File: config.mk
export PLATFORM = sky130hd
export DESIGN_NAME = vga_pixfetch
export DESIGN_NICKNAME = d
export VERILOG_FILES = /design/src/rtl/vga_pixfetch.sv
export SDC_FILE = /design/constraint.sdc
export NUM_CORES = 1
export LEC_CHECK = 0
export ABC_AREA = 1
export CAP_MARGIN = 20
export CELL_PAD_IN_SITES_DETAIL_PLACEMENT = 2
export CELL_PAD_IN_SITES_GLOBAL_PLACEMENT = 2
export CORE_MARGIN = 2
export CORE_UTILIZATION = 41
export CTS_CLUSTER_DIAMETER = 100
export CTS_CLUSTER_SIZE = 24
export DETAILED_ROUTE_END_ITERATION = 8
export HOLD_SLACK_MARGIN = 0.02
export PLACE_DENSITY = 0.81
export SLEW_MARGIN = 20
export SYNTH_ARGS = -nofsm -noshare
export SYNTH_HDL_FRONTEND = slang
export SYNTH_SLANG_ARGS = --single-unit
export TNS_END_PERCENT = 20
File: constraint.sdc
create_clock -name i_vgaclk -period 5.1 [get_ports i_vgaclk]
set_clock_uncertainty 0.15 [all_clocks]
set_input_delay 0.765 -clock i_vgaclk [delete_from_list [all_inputs] [get_ports i_vgaclk]]
set_output_delay 0.765 -clock i_vgaclk [all_outputs]
set_load 0.05 [all_outputs]
File: src/rtl/vga_pixfetch.sv
// Pixel prefetch for the VGA top: pulls 16-bit words from frame memory over a
// single-outstanding req/ack port into a byte FIFO and hands out one pixel per gated cycle.
module vga_pixfetch #(
  parameter int         FIFO_DEPTH = 32,
  parameter logic [7:0] BORDER     = 8'h00
) (
  input  logic                          i_vgaclk,
  input  logic                          i_reset,
  input  logic                          i_frameStart,
  input  logic [23:0]                   i_base,
  input  logic                          i_pixGate,
  output logic [7:0]                    o_pixData,
  output logic                          o_mem_req,
  output logic [22:0]                   o_mem_addr,
  input  logic                          i_mem_ack,
  input  logic [15:0]                   i_mem_dat,
  output logic                          o_underrun,
  input  logic                          i_clrUnderrun,
  output logic [$clog2(FIFO_DEPTH):0]   o_level
);

  localparam int AW = $clog2(FIFO_DEPTH);
  localparam int LW = AW + 1;
  localparam logic [LW-1:0] SPACE_LIM = LW'(FIFO_DEPTH - 2);
  localparam logic [AW-1:0] PTR_ONE   = AW'(1);
  localparam logic [AW-1:0] PTR_TWO   = AW'(2);
  localparam logic [LW-1:0] LVL_ONE   = LW'(1);
  localparam logic [LW-1:0] LVL_TWO   = LW'(2);

  typedef enum logic {
    S_IDLE = 1'b0,
    S_REQ  = 1'b1
  } fetchState_t;

  fetchState_t   r_state;
  fetchState_t   w_nextState;
  logic          w_startReq;
  logic [22:0]   r_wordPtr;
  logic [22:0]   r_memAddr;
  logic          r_discard;
  logic [7:0]    r_fifo [FIFO_DEPTH];
  logic [AW-1:0] r_wrPtr;
  logic [AW-1:0] r_rdPtr;
  logic [LW-1:0] r_level;
  logic          r_underrun;
  logic          w_empty;
  logic          w_push;
  logic          w_pop;
  logic          w_setUnderrun;
  logic          w_unused;

  assign w_unused = i_base[0];

  always_ff @(posedge i_vgaclk) begin
    if (i_reset) begin
      r_state <= S_IDLE;
    end else begin
      r_state <= w_nextState;
    end
  end

  // A new request only starts when two bytes of room exist and no restart is in progress.
  always_comb begin
    w_nextState = r_state;
    w_startReq  = 1'b0;
    case (r_state)
      S_IDLE: begin
        if (!i_frameStart && (r_level <= SPACE_LIM)) begin
          w_nextState = S_REQ;
          w_startReq  = 1'b1;
        end
      end
      S_REQ: begin
        if (i_mem_ack) begin
          w_nextState = S_IDLE;
        end
      end
      default: w_nextState = S_IDLE;
    endcase
  end

  assign w_empty       = (r_level == '0);
  assign w_push        = (r_state == S_REQ) && i_mem_ack && !i_frameStart && !r_discard;
  assign w_pop         = i_pixGate && !w_empty && !i_frameStart;
  assign w_setUnderrun = i_pixGate && w_empty && !i_frameStart;

  // A request caught by a restart belongs to the old frame; its data must never land.
  always_ff @(posedge i_vgaclk) begin
    if (i_reset) begin
      r_wordPtr <= '0;
      r_memAddr <= '0;
      r_discard <= 1'b0;
    end else begin
      if (i_frameStart) begin
        r_wordPtr <= i_base[23:1];
      end else if (w_push) begin
        r_wordPtr <= r_wordPtr + 23'd1;
      end
      if (w_startReq) begin
        r_memAddr <= r_wordPtr;
      end
      if ((r_state == S_REQ) && i_mem_ack) begin
        r_discard <= 1'b0;
      end else if ((r_state == S_REQ) && i_frameStart) begin
        r_discard <= 1'b1;
      end
    end
  end

  always_ff @(posedge i_vgaclk) begin
    if (w_push) begin
      r_fifo[r_wrPtr]           <= i_mem_dat[7:0];
      r_fifo[r_wrPtr + PTR_ONE] <= i_mem_dat[15:8];
    end
  end

  always_ff @(posedge i_vgaclk) begin
    if (i_reset || i_frameStart) begin
      r_wrPtr <= '0;
      r_rdPtr <= '0;
      r_level <= '0;
    end else begin
      if (w_push) begin
        r_wrPtr <= r_wrPtr + PTR_TWO;
      end
      if (w_pop) begin
        r_rdPtr <= r_rdPtr + PTR_ONE;
      end
      r_level <= r_level + (w_push ? LVL_TWO : '0) - (w_pop ? LVL_ONE : '0);
    end
  end

  // Set has priority over clear so a fresh underrun is never lost.
  always_ff @(posedge i_vgaclk) begin
    if (i_reset) begin
      r_underrun <= 1'b0;
    end else if (w_setUnderrun) begin
      r_underrun <= 1'b1;
    end else if (i_clrUnderrun) begin
      r_underrun <= 1'b0;
    end
  end

  assign o_pixData  = (i_pixGate && !w_empty) ? r_fifo[r_rdPtr] : BORDER;
  assign o_mem_req  = (r_state == S_REQ);
  assign o_mem_addr = r_memAddr;
  assign o_underrun = r_underrun;
  assign o_level    = r_level;

endmodule

# Yosys cells after proc, flatten, opt, wreduce, memory -nomap -nowiden
# Memory sizes are Yosys's and may differ from the RTL's. A register that Yosys moved wholly into a read port is not among the register bits.
# Cells that the tools add are included.
# classes
add_sub_neg	6
n_lt_le_gt_ge	1
n_mux	15
bitwise	1
reduce_logical	17
# ops
op	n
$mux W23	2
$add A23 B1 Y23 const B	1
$add A5 B1 Y5 const B	2
$mux W5	2
$logic_and A1 B1 Y1	9
$mux W1	8
$mux W8	1
$add A6 B2 Y6	1
$le A6 B5 Y1 const B	1
$logic_not A6 Y1	1
$sub A6 B1 Y6	1
$add A5 B2 Y5 const B	1
$reduce_bool A2 Y1	2
$logic_not A1 Y1	3
$mux W2	1
$pmux W1 S2	1
$reduce_or A2 Y1	1
$logic_or A1 B1 Y1	1
$not A1 Y1	1
# totals
regBits	65
mem_bits_rw	256
inputBits	46
output_inout_bits	39
word_cells	49
memories	1
# memory_table
name	words	word_bits	rd	rd_ports_with_merged_regs	write_ports	line_no	rtl
r_fifo	32	8	1	1	2	41	logic [7:0] r_fifo [FIFO_DEPTH];

# Depth between registers and ports, before layout
# logic_depth
ltp_word	6
ltp_mapped	15
mapped_depth_nobuf	14

# Worst setup path after synthesis
# No wires, ideal clock.
# synth_path
path_type	reg-to-output
startpoint	reg r_level[5], in the netlist o_level[5]
endpoint	out o_pixData[0]
arrival_time_ps	2210
required_time_ps	4185
slack_ps	1975
path_stages_with_launch	9
path_buffers	1
path_cell_list	dfxtp_1 -> inv_1 -> clkbuf_1 -> ha_1 -> nand4_1 -> nand2_1 -> clkinv_1 -> nand2_1 -> nor2_1
# synth_via
elab_chain_cells	4
# synth_rtl
element	line_no	rtl
start, declared	44	logic [LW-1:0] r_level;
start signal, assigned	129	r_level <= r_level + (w_push ? LVL_TWO : '0) - (w_pop ? LVL_ONE : '0);
$logic_not A6 Y1	82	assign w_empty = (r_level == '0);
$logic_not A1 Y1	144	assign o_pixData = (i_pixGate && !w_empty) ? r_fifo[r_rdPtr] : BORDER;
$logic_and A1 B1 Y1	144	
$mux W8	144	
end, declared	12	output logic [7:0] o_pixData,
# No other way between the ends.

==> flow_summary.yaml <==
floorplan:
  die_y_um: 188
  start_util: 0.416
  fp.dieW_um: 188
  coreArea_sq_um: 33500
  io_pins: 85
  dieArea_sq_um: 35500
  placement_rows: 67
layout:
  drive_above_1_share: 0.0577
  area_growth_pct: 13.2
  final_nets: 1541
  antennaDiodeCount: 0
  fin_area_sq_um: 15800
clock_tree:
  clock-root-buffer: "clkbuf_16"
  clock_latency_ns: 0.52
  cts_tree: "done"
  hold_buffers: 0
  cts_resized: 0
  cts_sinks: 325
  clkTransAtPathRegs_ns: 0.10
  clockBufferDepth: 3
  cts_setup_buffers: 0
  cts_made_buffers: 17
  htree_levels: 1
critical_path:
  path_cells: "clkinv_2 > buf_4 > buf_4 > nand2_1 > nand3_1 > nand3_1 > nand2_1 > nand2_1 > nand2_1 > nor2_1 > nor2_1 > buf_4"
  startpoint_type: "flip-flop"
  path_common_cell: "nand2_1"
  end_kind: "primary output"
  crit_path_top_delay_cell: "clkinv_2"
  critPathMaxFanout: 42
  cp.required_ns: 4.18
  path_class: "flip-flop to primary output"
  cp.arrival_ns: 3.60
  cp_slowest_stage_delay_ns: 0.68
placed_design:
  place_area_sq_um: 15300
  post-dp-hpwl_mm: 28.8
  gp_congestion: 0.762
  io_buffers: 83
  place_ws_ns: 1.06
logic_synthesis:
  yosys.area.top_type_share: 0.551
  ys_seq_area_frac: 0.650
  syn_inst: 1417
  synth_common_cells: "nand2_1, edfxtp_1, nand3_1"
  synth-async-reset-ratio: 0
  yosysMostFrequentCell: "nand2_1"
  yosysTopAreaCell: "edfxtp_1"
  synth_area_leaders: "edfxtp_1, nand2_1, dfxtp_1"
  ys_types: 38
  synth_edf_count: 256
  synth_area_sq_um: 13900
  syn-num-nets: 1477
  synth_flop_cell: "edfxtp_1"
  ys_ff_latch: 325
  yosysWarnings: 0
  postSynthAreaPerCell_sq_um: 9.84
power_and_ir_drop:
  power_leakage_nw: 5.80
  p_per_area_nw_per_um2: 346
  ir_drop_uv: 177
global_route:
  grt_pass1_vias: 11900
  grt_pass1_wl_mm: 69.9
  grt_usage: 0.257
  grt_max_degree: 53
  antenna_found_initial: 2
  overflow: 0
sta:
  worst_pin_slew_ns: 1.05
  fmax_mhz: 221
  relSlewSlack: 0.297
  period_share: 0.886
  period_needed_ns: 4.52
  timing.final.ws_setup_ns: 0.582
  final-hold-violation-count: 0
  finalSetupViolCount: 0
  slew_viol_final: 0
  rsz0062_at_grt: "false"
  setup_tns_ns: 0
hold_path:
  min_path_type: "flip-flop to flip-flop"
detailed_routing:
  drtAntennaViolNets: 0
  avgRoutedWirePerCell_um: 23.2
  drt-initial-drc-count: 667
  vias: 10600
  drc: 0
  dr.pass1.iters: 4
  vias_per_cell: 5.47
  wl_mm: 45.0
job:
  cap_violations: 0
status:
  status: "complete, no violations"
layer usage:
layer  wire (um)  vias to the layer above  global-route usage
met2       23300                      235               0.469
met1       18600                     5437               0.316
met5          12                        -                   0
met4        1390                        2              0.0841
met3        1700                       73              0.0300
li1            -                     4860                   -
power breakdown:
| part | total (mW) | switching (mW) | leakage, nW | internal (mW) |
|---|---|---|---|---|
| Sequential | 2.97 | 0.0646 | 2.87 | 2.91 |
| Clock | 1.49 | 0.853 | 0.230 | 0.637 |
| Combinational | 1.00 | 0.702 | 2.71 | 0.302 |
area by class of cell:
| cell class | instances | area (sq um) |
|---|---|---|
| clock buffer | 27 | 463 |
| clock inverter | 2 | 13.8 |
| fill | 3559 | 17700 |
| inverter | 89 | 335 |
| multi-input combinational | 933 | 4250 |
| sequential | 325 | 9070 |
| tap | 448 | 561 |
| timing repair buffer | 115 | 1090 |
cells in the final DEF (no fill, tap or decap), types with 9 or more instances in the layout:
| cell type | instances |
|---|---|
| a21oi_1 | 39 |
| buf_4 | 36 |
| clkbuf_1 | 10 |
| clkbuf_16 | 17 |
| clkdlybuf4s50_1 | 76 |
| dfxtp_1 | 67 |
| edfxtp_1 | 256 |
| ha_1 | 13 |
| inv_1 | 81 |
| nand2_1 | 452 |
| nand3_1 | 200 |
| nor2_1 | 122 |
| nor2_2 | 9 |
| o21ai_0 | 42 |
| o21ai_1 | 9 |
metrics by stage:
stage / hold slack, ns / instances / power (mW) / util
3_5_place_dp: 0.309 / 1908 / 4.03 / 0.455
5_1_grt: 0.349 / 1939 / 5.69 / 0.471
2_1_floorplan: 0.302 / 1417 / 3.65 / -
6_report: 0.321 / 1939 / 5.47 / 0.471
3_3_place_gp: 0.303 / 1908 / 3.97 / 0.455
4_1_cts: 0.329 / 1937 / 5.52 / 0.469
registers in the layout (all words and copies together), names as in the netlist, 4 cells and up, named ones only:
| signal | flops |
|---|---|
| r_fifo | 256 |
| o_mem_addr | 23 |
| r_wordPtr | 23 |
| o_level | 6 |
| r_rdPtr | 5 |
| r_wrPtr | 4 |
logic make-up (layout without fill, tap and decap cells):
| family | Yosys count | after routing | share of synthesized area |
|---|---|---|---|
| AO/OA/AOI/OAI | 109 | 109 | 0.0446 |
| adder cells (fa/ha/maj) | 14 | 14 | 0.0131 |
| buffers and inverters | 159 | 233 | 0.0481 |
| flip-flops | 325 | 325 | 0.650 |
| XOR/XNOR | 8 | 8 | 0.00502 |
| multiplexers | 1 | 1 | 0.000718 |
| AND/OR/NAND/NOR | 801 | 801 | 0.238 |
worst paths after layout:
| kind | from | endpoint | depth (start not counted) | slack (ns) |
|---|---|---|---|---|
| worst max register to register | o_level[5] | o_mem_addr[8] | 10 | 2.08 |
| worst max-delay path | flip-flop | o_pixData[5] | 12 | 0.58 |
| worst min register to register | o_mem_addr[14] | o_mem_addr[14] | 2 | 0.32 |
| worst min-delay path | o_mem_addr[14] | o_mem_addr[14] | 2 | 0.32 |
worst max-delay path: cells and delay by family, from the launching register on:
kind	cells	cell delay [ns]
simple gates	8	0.72
buf+inv	4	1.67
flops	1	0.67
(Power assumes the default switching activity.)
